==> src/rtl/nec_prefetch_ctrl_pkg.sv <==
// Shared types for the V30-style prefetch controller: FSM states and bus byte-lane encodings.
package nec_prefetch_ctrl_pkg;

  localparam int IPQ_DEPTH = 8;

  typedef enum logic [2:0] {
    HALTED  = 3'd0,
    IDLE    = 3'd1,
    FETCH   = 3'd2,
    DATA_LO = 3'd3,
    DATA_HI = 3'd4
  } prefetch_state_e;

  typedef enum logic [1:0] {
    BE_NONE = 2'b00,
    BE_EVEN = 2'b01,
    BE_ODD  = 2'b10,
    BE_WORD = 2'b11
  } bus_lane_e;

  // Lanes for the first (or only) bus cycle of a data access.
  function automatic bus_lane_e data_lanes(input logic addr0, input logic word);
    if (addr0) return BE_ODD;
    return word ? BE_WORD : BE_EVEN;
  endfunction

endpackage

==> src/rtl/nec_ipq_store.sv <==
// 8-byte instruction prefetch queue storage; one write port per bus lane.
module nec_ipq_store
  import nec_prefetch_ctrl_pkg::*;
(
  input  logic        clk_i,
  input  logic        reset_i,
  input  logic        even_we_i,
  input  logic [2:0]  even_idx_i,
  input  logic [7:0]  even_data_i,
  input  logic        odd_we_i,
  input  logic [2:0]  odd_idx_i,
  input  logic [7:0]  odd_data_i,
  output logic [63:0] ipq_o
);

  logic [7:0] mem_q [IPQ_DEPTH];

  always_ff @(posedge clk_i) begin
    if (reset_i) begin
      for (int i = 0; i < IPQ_DEPTH; i++) mem_q[i] <= 8'h00;
    end else begin
      if (even_we_i) mem_q[even_idx_i] <= even_data_i;
      if (odd_we_i)  mem_q[odd_idx_i]  <= odd_data_i;
    end
  end

  for (genvar g = 0; g < IPQ_DEPTH; g++) begin : g_flat
    assign ipq_o[8*g +: 8] = mem_q[g];
  end

endmodule

==> src/rtl/nec_prefetch_ctrl.sv <==
// Prefetch queue owner and 16-bit bus arbiter: data accesses win over code fetch,
// odd-address word accesses are split into two byte cycles.
module nec_prefetch_ctrl
  import nec_prefetch_ctrl_pkg::*;
#(
  parameter int QUEUE_BYTES = IPQ_DEPTH
) (
  input  logic        clk_i,
  input  logic        reset_i,
  input  logic        ce_1_i,
  input  logic        ce_2_i,
  input  logic [15:0] ps_i,
  input  logic        set_pc_i,
  input  logic [15:0] new_pc_i,
  input  logic [15:0] decode_pc_i,
  output logic [63:0] ipq_o,
  output logic [3:0]  ipq_len_o,
  input  logic        dreq_i,
  input  logic [19:0] dreq_addr_i,
  input  logic        dreq_write_i,
  input  logic        dreq_word_i,
  input  logic [15:0] dreq_wdata_i,
  output logic        dack_o,
  output logic [15:0] drdata_o,
  output logic        bus_req_o,
  output logic [19:0] bus_addr_o,
  output logic        bus_write_o,
  output logic [1:0]  bus_be_o,
  output logic [15:0] bus_wdata_o,
  output logic        bus_fetch_o,
  input  logic        bus_ack_i,
  input  logic [15:0] bus_rdata_i
);

  prefetch_state_e state_q;
  logic [15:0] fetch_ptr_q;
  logic        discard_q;
  logic        fetch_word_q;
  logic [7:0]  lo_byte_q;
  logic        bus_req_q;
  logic [19:0] bus_addr_q;
  logic        bus_write_q;
  logic [1:0]  bus_be_q;
  logic [15:0] bus_wdata_q;
  logic        bus_fetch_q;
  logic        dack_q;
  logic [15:0] drdata_q;

  logic        ce;
  logic [15:0] q_len;
  logic [4:0]  free_bytes;
  logic [19:0] fetch_addr;
  logic [19:0] data_lo_addr;
  logic [19:0] data_hi_addr;
  logic        odd_word;
  logic [15:0] read_steer;
  logic [15:0] lo_wdata;
  logic        fetch_done;
  logic        unused_len;

  assign ce         = ce_1_i | ce_2_i;
  assign q_len      = fetch_ptr_q - decode_pc_i;
  assign unused_len = ^q_len[15:4];
  assign free_bytes = 5'(QUEUE_BYTES) - {1'b0, q_len[3:0]};
  assign ipq_len_o  = (state_q == HALTED) ? 4'd0 : q_len[3:0];

  assign fetch_addr   = ({ps_i, 4'h0} + {4'h0, fetch_ptr_q}) & 20'hFFFFE;
  assign data_lo_addr = dreq_addr_i & 20'hFFFFE;
  assign data_hi_addr = dreq_addr_i + 20'd1;
  assign odd_word     = dreq_word_i & dreq_addr_i[0];

  always_comb begin
    read_steer = bus_rdata_i;
    lo_wdata   = dreq_wdata_i;
    if (!dreq_word_i) begin
      read_steer = {8'h00, dreq_addr_i[0] ? bus_rdata_i[15:8] : bus_rdata_i[7:0]};
      lo_wdata   = {2{dreq_wdata_i[7:0]}};
    end else if (dreq_addr_i[0]) begin
      lo_wdata   = {dreq_wdata_i[7:0], 8'h00};
    end
  end

  // A branch landing on the ack edge, or an earlier one, makes the returning code stale.
  assign fetch_done = ce && !reset_i && (state_q == FETCH) && bus_ack_i
                      && !discard_q && !set_pc_i;

  nec_ipq_store u_store (
    .clk_i       (clk_i),
    .reset_i     (reset_i),
    .even_we_i   (fetch_done & fetch_word_q),
    .even_idx_i  (fetch_ptr_q[2:0]),
    .even_data_i (bus_rdata_i[7:0]),
    .odd_we_i    (fetch_done),
    .odd_idx_i   (fetch_word_q ? fetch_ptr_q[2:0] + 3'd1 : fetch_ptr_q[2:0]),
    .odd_data_i  (bus_rdata_i[15:8]),
    .ipq_o       (ipq_o)
  );

  always_ff @(posedge clk_i) begin
    if (reset_i) begin
      state_q      <= HALTED;
      fetch_ptr_q  <= 16'h0000;
      discard_q    <= 1'b0;
      fetch_word_q <= 1'b0;
      lo_byte_q    <= 8'h00;
      bus_req_q    <= 1'b0;
      bus_addr_q   <= 20'h00000;
      bus_write_q  <= 1'b0;
      bus_be_q     <= BE_NONE;
      bus_wdata_q  <= 16'h0000;
      bus_fetch_q  <= 1'b0;
      dack_q       <= 1'b0;
      drdata_q     <= 16'h0000;
    end else if (ce) begin
      dack_q <= 1'b0;
      if (set_pc_i) fetch_ptr_q <= new_pc_i;
      unique case (state_q)
        HALTED: if (set_pc_i) state_q <= IDLE;
        IDLE: begin
          // dack_q guards against re-issuing for a request the EU has not yet dropped.
          if (!set_pc_i) begin
            if (dreq_i && !dack_q) begin
              state_q     <= DATA_LO;
              bus_req_q   <= 1'b1;
              bus_fetch_q <= 1'b0;
              bus_write_q <= dreq_write_i;
              bus_addr_q  <= data_lo_addr;
              bus_be_q    <= data_lanes(dreq_addr_i[0], dreq_word_i);
              bus_wdata_q <= lo_wdata;
            end else if (fetch_ptr_q[0] && free_bytes >= 5'd1) begin
              state_q      <= FETCH;
              bus_req_q    <= 1'b1;
              bus_fetch_q  <= 1'b1;
              bus_write_q  <= 1'b0;
              bus_addr_q   <= fetch_addr;
              bus_be_q     <= BE_ODD;
              fetch_word_q <= 1'b0;
            end else if (!fetch_ptr_q[0] && free_bytes >= 5'd2) begin
              state_q      <= FETCH;
              bus_req_q    <= 1'b1;
              bus_fetch_q  <= 1'b1;
              bus_write_q  <= 1'b0;
              bus_addr_q   <= fetch_addr;
              bus_be_q     <= BE_WORD;
              fetch_word_q <= 1'b1;
            end
          end
        end
        FETCH: begin
          if (bus_ack_i) begin
            state_q     <= IDLE;
            bus_req_q   <= 1'b0;
            bus_fetch_q <= 1'b0;
            bus_be_q    <= BE_NONE;
            discard_q   <= 1'b0;
            if (!set_pc_i && !discard_q)
              fetch_ptr_q <= fetch_ptr_q + (fetch_word_q ? 16'd2 : 16'd1);
          end else if (set_pc_i) begin
            discard_q <= 1'b1;
          end
        end
        DATA_LO: begin
          if (bus_ack_i) begin
            if (odd_word) begin
              state_q     <= DATA_HI;
              lo_byte_q   <= bus_rdata_i[15:8];
              bus_addr_q  <= data_hi_addr;
              bus_be_q    <= BE_EVEN;
              bus_wdata_q <= {8'h00, dreq_wdata_i[15:8]};
            end else begin
              state_q     <= IDLE;
              bus_req_q   <= 1'b0;
              bus_write_q <= 1'b0;
              bus_be_q    <= BE_NONE;
              dack_q      <= 1'b1;
              if (!dreq_write_i) drdata_q <= read_steer;
            end
          end
        end
        DATA_HI: begin
          if (bus_ack_i) begin
            state_q     <= IDLE;
            bus_req_q   <= 1'b0;
            bus_write_q <= 1'b0;
            bus_be_q    <= BE_NONE;
            dack_q      <= 1'b1;
            if (!dreq_write_i) drdata_q <= {bus_rdata_i[7:0], lo_byte_q};
          end
        end
        default: state_q <= HALTED;
      endcase
    end
  end

  assign bus_req_o   = bus_req_q;
  assign bus_addr_o  = bus_addr_q;
  assign bus_write_o = bus_write_q;
  assign bus_be_o    = bus_be_q;
  assign bus_wdata_o = bus_wdata_q;
  assign bus_fetch_o = bus_fetch_q;
  assign dack_o      = dack_q;
  assign drdata_o    = drdata_q;

endmodule

==> config.mk <==
export PLATFORM = sky130hd
export DESIGN_NAME = nec_prefetch_ctrl
export DESIGN_NICKNAME = d
export VERILOG_FILES = /design/src/rtl/nec_prefetch_ctrl_pkg.sv /design/src/rtl/nec_ipq_store.sv /design/src/rtl/nec_prefetch_ctrl.sv
export SDC_FILE = /design/constraint.sdc
export NUM_CORES = 1
export LEC_CHECK = 0
export CAP_MARGIN = 5
export CORE_ASPECT_RATIO = 1.4
export CORE_MARGIN = 4
export CORE_UTILIZATION = 40
export CTS_CLUSTER_SIZE = 10
export DETAILED_ROUTE_END_ITERATION = 10
export PLACE_DENSITY = 0.77
export SYNTH_ARGS = -nofsm -noshare
export SYNTH_HDL_FRONTEND = slang
export SYNTH_SLANG_ARGS = --single-unit
==> constraint.sdc <==
create_clock -name clk_i -period 4.1 [get_ports clk_i]
set_clock_uncertainty 0.1 [all_clocks]
set_input_delay 0.82 -clock clk_i [delete_from_list [all_inputs] [get_ports clk_i]]
set_output_delay 0.82 -clock clk_i [all_outputs]
set_load 0.005 [all_outputs]
* After elaboration in Yosys (flattened, before gate mapping) *
Memories as Yosys holds them, arrays and structs flattened.
Cells that the tools add are included.

storage, ports and cells
  word-level logic and storage cells = 171
  register bits after elaboration = 87
  memory bits (writable) = 64
  memories = 1
  bits of input ports = 109

operators by class
  reduce and logical (&&, ||, !) cells = 36
  muxes and demuxes = 92
  add/sub/neg operators = 6
  magnitude comparators = 2
  bitwise gates (word level) = 5
  equality and inequality tests = 16

memory list
  name           words  width  read ports  clocked after memory_dff  wr ports  line                 source
  u_store.mem_q  8      8      8           0                         8         nec_ipq_store.sv:16  logic [7:0] mem_q [IPQ_DEPTH];

operator list
  operator                                                            number
  two-way mux 16 bit                                                  16
  two-way mux 20 bit                                                  6
  one-hot mux 16 bit (2 select lines)                                 2
  one-hot mux 20 bit (2 select lines)                                 1
  two-way mux 1 bit                                                   36
  two-way mux 3 bit                                                   11
  two-way mux 8 bit                                                   3
  AND reduction 6 bit                                                 4
  AND reduction 7 bit                                                 3
  adder 20 x 1 -> 20 bit (second input constant)                      1
  adder 20 x 16 -> 20 bit                                             1
  two-way mux 2 bit                                                   10
  != test 2 bit (second input constant)                               10
  adder 16 x 2 -> 16 bit                                              1
  OR reduction 8 bit                                                  2
  one-hot mux 3 bit (4 select lines)                                  1
  AND reduction 5 bit                                                 2
  nonzero test 2 bit                                                  5
  logical AND 1 bit                                                   9
  equality test 3 x 2 -> 1 bit (second input constant)                2
  one-hot mux 1 bit (3 select lines)                                  2
  one-hot mux 2 bit (3 select lines)                                  1
  nonzero test 3 bit                                                  2
  greater-or-equal comparator 5 x 1 -> 1 bit (second input constant)  1
  18 further kinds                                                    25

* Logic depth before layout (Yosys ltp) *
Gate-level depths: netlist (run 1).

  depth in word-level cells = 12
  mapped depth = 12
  gate-level depth less buffers = 11

* Cells and area by module *
Synthesis (run 1) repeated with hierarchy kept, for this count alone.

second synthesis, totals
  cell total of the unflattened synthesis = 1058
  area total of the unflattened synthesis = 9414.0 um^2

modules (own cells, without submodules)
  module             cells an instance  sequential area each (um^2)  instances  area each (um^2)
  nec_prefetch_ctrl  790                1741.7                       1          5906.9
  nec_ipq_store      268                1921.8                       1          3507.1

* Least setup slack after synthesis (run 1) *
OpenSTA, ideal clock, no wires.

  path kind = input to register
  from = in decode_pc_i[0]
  to = reg bus_addr_q[11] (netlist: bus_addr_o[11])
  path buffers = 1
  setup slack = 0.691 ns
  library setup time = 0.134 ns
  data required time = 3.866 ns
  stages on the path = 11
  arrival time = 3.175 ns
  path through = ha_1 fa_1 inv_1 ha_1 or2_2 a211oi_1 o21ai_1 mux2_2 buf_2 a21oi_1 a211oi_1

on the way
  cells in the longest elaborated chain, start to end = 8

ends and longest elaborated chain
  what                                        line                      source
  start, declared                             nec_prefetch_ctrl.sv:15   input logic [15:0] decode_pc_i,
  subtractor 4 bit (*)                        nec_prefetch_ctrl.sv:62   assign q_len = fetch_ptr_q - decode_pc_i;
  subtractor 4 x 4 -> 5 bit (*)               nec_prefetch_ctrl.sv:64   assign free_bytes = 5'(QUEUE_BYTES) - {1'b0, q_len[3:0]};
  greater-or-equal comparator 5 x 1 -> 1 bit  nec_prefetch_ctrl.sv:130  end else if (fetch_ptr_q[0] && free_bytes >= 5'd1) begin
  logical AND 1 bit                           nec_prefetch_ctrl.sv:130
  two-way mux 20 bit                          nec_prefetch_ctrl.sv:130
  two-way mux 20 bit                          nec_prefetch_ctrl.sv:122  if (dreq_i && !dack_q) begin
  two-way mux 20 bit                          nec_prefetch_ctrl.sv:121  if (!set_pc_i) begin
  one-hot mux 20 bit (2 select lines)         nec_prefetch_ctrl.sv:117  unique case (state_q)
  end signal, assigned                        nec_prefetch_ctrl.sv:127  bus_addr_q <= data_lo_addr;
  end signal, assigned                        nec_prefetch_ctrl.sv:135  bus_addr_q <= fetch_addr;
  end signal, assigned                        nec_prefetch_ctrl.sv:143  bus_addr_q <= fetch_addr;
  end, declared                               nec_prefetch_ctrl.sv:41   logic [19:0] bus_addr_q;

Every way passes the cells marked *; elsewhere a longest branch is shown, timed or not. The select of a mux whose other input is x is not followed.
A chain may end at the register's enable or synchronous reset.

* Final worst setup path (run 1) *
  from = in decode_pc_i[2]
  to = out ipq_len_o[3]

on the way
  cells in the longest elaborated chain, start to end = 2

ends and longest elaborated chain
  what               line                     source
  subtractor 4 bit   nec_prefetch_ctrl.sv:62
  two-way mux 4 bit  nec_prefetch_ctrl.sv:65  assign ipq_len_o = (state_q == HALTED) ? 4'd0 : q_len[3:0];
  end, declared      nec_prefetch_ctrl.sv:17  output logic [3:0] ipq_len_o,

No other way between the ends.

==> flow_summary.json, run 1 <==
{
  "antenna_found_initial": 0,
  "postRouteWirelength_um": 29200,
  "synthesis.area_mm2": 0.00889,
  "path_clk_slew_ns": 0.07,
  "syn_area_per_cell_um2": 9.02,
  "wl_per_cell_um": 19.6,
  "final-setup-viol-count": 0,
  "drv_slew": 0,
  "tritoncts": "built",
  "die_h_um": 184,
  "grt_pass1_vias": 8484,
  "path_cells": "clkdlybuf4s50_1, inv_1, ha_1, a21oi_1, a21o_1, nand2_2, nor2_1, clkdlybuf4s50_1",
  "layout-drive-gt1-share": 0.0835,
  "synthFlopType": "dfxtp_1",
  "layout_commonest_cell": "clkdlybuf4s50_1",
  "regArea_mm2": 0.00366,
  "grt_overflow": 0,
  "ctsResizeCount": 0,
  "cp.required_ns": 3.18,
  "dpl.cell_count": 1462,
  "arrival_ns": 2.97,
  "worst_slew_pin_slew_ns": 1.18,
  "cts_buffers": 17,
  "grt_pass1_wl_um": 45400,
  "cts_num_sinks": 151,
  "wl_met1_um": 10900,
  "syn_to_final_growth_pct": 35.3,
  "rsz0062_at_grt": "no",
  "slowest_delay_ns": 0.55,
  "final_cell_mix": "clkdlybuf4s50_1, nor2_1, nand2_1, dfxtp_1, a21oi_1",
  "clk_path_buf_depth": 2,
  "r2r_cells": 10,
  "cts_root_buffer": "clkbuf_16",
  "syn_inst": 986,
  "timing.final.crit_share": 0.949,
  "holdWs_ns": 0.357,
  "synth_nets": 1120,
  "path_common_cell": "clkdlybuf4s50_1",
  "pin_count": 235,
  "routed.top_layer": "met4",
  "fp.dieW_um": 134,
  "synthArstFlopShare": 0,
  "cp_slowest_cell": "clkdlybuf4s50_1",
  "grt_max_degree": 63,
  "place_hpwl_um": 21800,
  "multi_input_area_mm2": 0.00484,
  "finalSetupTns_ns": 0,
  "slew_headroom": 0.203,
  "ys_types": 78,
  "cts.hold.buffers_added": 0,
  "synth_seq_cells": 151,
  "start_kind": "input port",
  "worst-path-buf-inv": 3,
  "fmax_mhz": 257,
  "fillers": 1910,
  "met3_length_um": 2140,
  "vdd_ir_drop_max_uv": 324,
  "io_buffers": 222,
  "fin_crit_ns": 3.89,
  "status": "complete, no violations",
  "track_usage": 0.232,
  "num_rows": 64,
  "yosysSeqAreaShare": 0.412,
  "hold_path_class": "flop to flop",
  "cp_max_fo": 4,
  "p_per_area_mw_per_mm2": 388,
  "cp-end-kind": "output pin",
  "holdPathStages": 2,
  "nNetsFinal": 1318,
  "core_region_area_mm2": 0.0219,
  "drc": 0,
  "yosysWarnings": 0,
  "vias_per_cell": 5.90,
  "finalHoldViolations": 0,
  "drt_iter0_markers": 706,
  "first_pass_iters": 7,
  "path_delay_family": "buffers and inverters",
  "ant_nets": 0,
  "synth_edf_count": 64,
  "cp.depth": 8,
  "worstSetupPathType": "input port to output pin",
  "gp_congestion": 0.901,
  "p_leak_uw": 0.00443,
  "initial_core_util": 0.407,
  "post_cts_buffers": 0,
  "maxCapViolCount": 0,
  "die_area_mm2": 0.0247,
  "layout.cells.non_filler": 1495,
  "dr_wl_met2_um": 14400,
  "num_vias": 8821,
  "clk_latency_ns": 0.43,
  "h-tree-depth": 4
}
==> stage by stage <==
step,total power (uW),setup WS (ns),cell area [um2],util
floorplan,2470,0.691,8890,-
global placement,2990,0.177,11400,0.522
detailed placement,3010,0.0862,11400,0.522
CTS,4670,0.186,12000,0.550
global route,4880,0.0936,12000,0.550
finish,4660,0.211,12000,0.550
==> kinds of logic (layout without fill, tap and decap cells) <==
logic type               count (synthesis)  after routing  synth area share
AO/OA/AOI/OAI                          310            310             0.247
XOR/XNOR                                14             14            0.0138
adder cells (fa/ha/maj)                 25             25            0.0377
buffers and inverters                   95            306            0.0433
flip-flops                             151            151             0.412
multiplexers                            33             33            0.0387
other                                    0              1                 0
AND/OR/NAND/NOR                        358            358             0.207
==> final timing paths <==
kind,startpoint,slack (ns),endpoint
setup / recovery,decode_pc_i[2],0.21,ipq_len_o[3]
hold / removal,drdata_o[5],0.36,drdata_o[5]
setup reg to reg,fetch_ptr_q[0],0.87,bus_addr_o[15]
hold reg to reg,drdata_o[5],0.36,drdata_o[5]
==> synthesized netlist by cell type (11+ instances only) <==
| master | number | area [um2] |
|---|---|---|
| o211ai_1 | 12 | 90.1 |
| buf_2 | 11 | 55.1 |
| dfxtp_1 | 87 | 1740 |
| nand3_1 | 34 | 170 |
| nand4_1 | 17 | 106 |
| inv_1 | 20 | 75.1 |
| nand2_1 | 88 | 330 |
| a31oi_1 | 11 | 68.8 |
| edfxtp_1 | 64 | 1920 |
| mux2i_1 | 31 | 310 |
| clkbuf_1 | 50 | 188 |
| a211oi_1 | 16 | 120 |
| ha_1 | 22 | 275 |
| o21ai_0 | 41 | 205 |
| a311oi_1 | 22 | 193 |
| nor2_1 | 89 | 334 |
| nor3_1 | 26 | 130 |
| a22o_1 | 64 | 561 |
| nand2b_1 | 14 | 87.6 |
| a21oi_1 | 82 | 410 |
| and3_1 | 18 | 113 |
==> metal layers <==
layer / up-vias / track usage
met3: 108 / 0.0421
li1: 4144 / -
met4: 0 / 0.139
met1: 4129 / 0.271
met5: - / 0
met2: 440 / 0.398
==> power by group <==
group | switching (uW) | total [uW] | internal, uW | leakage (uW)
registers | 102 | 1790 | 1690 | 0.00137
clock network | 678 | 1670 | 993 | 0.000302
logic | 637 | 1200 | 568 | 0.00276
total | 1420 | 4660 | 3250 | 0.00443
==> final cells by class <==
cell class                 instances  share of cell area
sequential                       151               0.305
inverter                          21             0.00655
antenna                            1            0.000208
timing repair buffer             253               0.204
clock buffer                      19              0.0368
tap                              297              0.0309
clock inverter                    13              0.0149
multi-input combinational        740               0.402
==> worst min-delay path: cells and delay by family, from the launching register on <==
family	cells	cell delay, ns
flops	1	0.31
simple gates	1	0.05
compound gates	1	0.05
==> state kept, by name, indices dropped and copies added, names as in the netlist <==
register       cells
state_q            3
discard_q          1
fetch_ptr_q       16
fetch_word_q       1
bus_fetch_o        1
bus_write_o        1
drdata_o          16
bus_be_o           2
lo_byte_q          8
bus_addr_o        20
dack_o             1
bus_req_o          1
u_store.mem_q     64
bus_wdata_o       16
Note: power is estimated with default switching activity, not from simulation.
==> inputs of run 2 (changes only) <==
--- a/config.mk
+++ b/config.mk
@@ -9,9 +9,12 @@
 export CORE_ASPECT_RATIO = 1.4
 export CORE_MARGIN = 4
 export CORE_UTILIZATION = 40
+export CTS_CLUSTER_DIAMETER = 150
 export CTS_CLUSTER_SIZE = 10
 export DETAILED_ROUTE_END_ITERATION = 10
 export PLACE_DENSITY = 0.77
+export REMOVE_ABC_BUFFERS = 1
+export SLEW_MARGIN = 20
 export SYNTH_ARGS = -nofsm -noshare
 export SYNTH_HDL_FRONTEND = slang
 export SYNTH_SLANG_ARGS = --single-unit
==> flow_summary.json, run 2 (synthesized netlist as in run 1, its figures left out) <==
{
  "finalSetupTns_ns": 0,
  "cp.required_ns": 3.18,
  "fillers": 1939,
  "pwr-share-clk": 0.350,
  "drt_iter0_markers": 844,
  "num_vias": 8741,
  "wl_per_cell_um": 20.0,
  "worst_slew_pin_slew_ns": 1.07,
  "place_area_mm2": 0.0114,
  "start_kind": "input port",
  "cts_buffers": 17,
  "first_pass_iters": 5,
  "path_clk_slew_ns": 0.06,
  "initial_core_util": 0.407,
  "ant_nets": 0,
  "ctsResizeCount": 0,
  "track_usage": 0.236,
  "rr_startpoint": "fetch_ptr_q[0]",
  "hold_path_class": "flop to flop",
  "min_to": "drdata_o[2]",
  "path_cells": "clkdlybuf4s50_1, inv_1, ha_1, a21oi_1, a21o_1, nand2_2, nor2_1, clkdlybuf4s50_1",
  "p_sw_uw": 1380,
  "p_sw_frac": 0.299,
  "cp-end-kind": "output pin",
  "fmax_mhz": 255,
  "ff2ff_setup_slack_ns": 0.58,
  "finalHoldViolations": 0,
  "p_per_area_mw_per_mm2": 386,
  "die_area_mm2": 0.0247,
  "h-tree-depth": 4,
  "timing.final.crit_share": 0.956,
  "clk_latency_ns": 0.42,
  "grt_pass1_wl_um": 46000,
  "drc": 0,
  "grt_overflow": 0,
  "intPower_uw": 3240,
  "status": "complete, no violations",
  "largest_reg_flops": 64,
  "nNetsFinal": 1311,
  "slowest_delay_ns": 0.56,
  "drv_slew": 0,
  "fin_crit_ns": 3.92,
  "fp.dieW_um": 134,
  "grt_pass1_vias": 8499,
  "layout-drive-gt1-share": 0.0765,
  "post_cts_buffers": 0,
  "setup_ws_ns": 0.181,
  "arrival_ns": 3.00,
  "slew_headroom": 0.276,
  "maxCapViolCount": 0,
  "cts.hold.buffers_added": 0,
  "tritoncts": "built",
  "cp_max_fo": 4,
  "io_buffers": 222,
  "design_area_mm2": 0.0120,
  "regMostFlops": "u_store.mem_q",
  "cp_slowest_cell": "clkdlybuf4s50_1",
  "pre_cts_ws_ns": 0.0667,
  "pwr-share-comb": 0.261,
  "vias_per_cell": 5.87,
  "syn_to_final_growth_pct": 34.6,
  "pin_count": 235,
  "min_from": "drdata_o[2]",
  "vdd_ir_drop_max_uv": 301,
  "final-setup-viol-count": 0,
  "layout_commonest_cell": "clkdlybuf4s50_1",
  "r2r_cells": 11,
  "clk_path_buf_depth": 2,
  "core_region_area_mm2": 0.0219,
  "cts_num_sinks": 151,
  "r2r_end": "bus_addr_o[12]",
  "grt_max_degree": 51,
  "postRouteWirelength_um": 29700,
  "p_seq_frac": 0.389,
  "antenna_found_initial": 1,
  "rsz0062_at_grt": "no",
  "num_rows": 64,
  "worstSetupPathType": "input port to output pin",
  "gp_congestion": 0.932,
  "final_cell_mix": "clkdlybuf4s50_1, nor2_1, nand2_1, dfxtp_1, a21oi_1",
  "cts_root_buffer": "clkbuf_16",
  "path_common_cell": "clkdlybuf4s50_1",
  "die_h_um": 184,
  "holdPathStages": 2,
  "p_leak_uw": 0.00439,
  "place_hpwl_um": 21800
}
==> run 2: area by class of cell <==
class / instances / area, um2 / share of cell area
Clock inverter: 9 / 115 / 0.00962
Multi-Input combinational cell: 740 / 4840 / 0.404
Clock buffer: 22 / 497 / 0.0415
Timing Repair Buffer: 246 / 2400 / 0.200
Tap cell: 297 / 372 / 0.0310
Antenna cell: 2 / 5.00 / 0.000418
Sequential cell: 151 / 3660 / 0.306
Inverter: 21 / 78.8 / 0.00659
==> run 2: per-stage QoR <==
stage,hold slack (ns),total power (uW),util,std cells
after floorplan,0.347,2400,-,912
after global placement,0.345,2980,0.519,1455
after detailed placement,0.349,3010,0.519,1455
after CTS,0.358,4610,0.547,1486
after global routing,0.386,4820,0.547,1487
final,0.356,4620,0.548,1488
==> run 2: how the worst max path moves through the flow <==
stage	startpoint	cells past startpoint	to	slack, ns
2_1_floorplan	decode_pc_i[0]	10	bus_addr_o[15]	0.74
3_3_place_gp	decode_pc_i[0]	11	bus_addr_o[11]	0.14
3_5_place_dp	decode_pc_i[0]	11	bus_addr_o[18]	0.07
4_1_cts	decode_pc_i[2]	8	ipq_len_o[3]	0.20
5_1_grt	decode_pc_i[2]	8	ipq_len_o[3]	0.10
6_report	decode_pc_i[2]	8	ipq_len_o[3]	0.18
==> run 2: layer usage <==
| metal | up-vias | wire length [um] | track usage |
|---|---|---|---|
| li1 | 4133 | - | - |
| met1 | 4156 | 11500 | 0.282 |
| met2 | 385 | 14900 | 0.417 |
| met3 | 67 | 2150 | 0.0401 |
| met4 | 0 | 1140 | 0.0996 |
| met5 | - | 0 | 0 |
==> run 2: power groups by stage <==
| stage | clock network [uW] | registers (uW) | logic, uW |
|---|---|---|---|
| floorplan | 0 | 1810 | 590 |
| global placement | 0 | 1820 | 1170 |
| detailed placement | 0 | 1820 | 1190 |
| CTS | 1630 | 1790 | 1200 |
| global route | 1700 | 1810 | 1310 |
| finish | 1620 | 1800 | 1200 |
==> run 2: critical path, delay by kind of cell <==
family / cells / cell delay (ns)
buffers and inverters: 3 / 1.13
AOI/OAI and AO/OA: 2 / 0.46
adders and majority gates: 1 / 0.36
and+or+nand+nor: 2 / 0.24
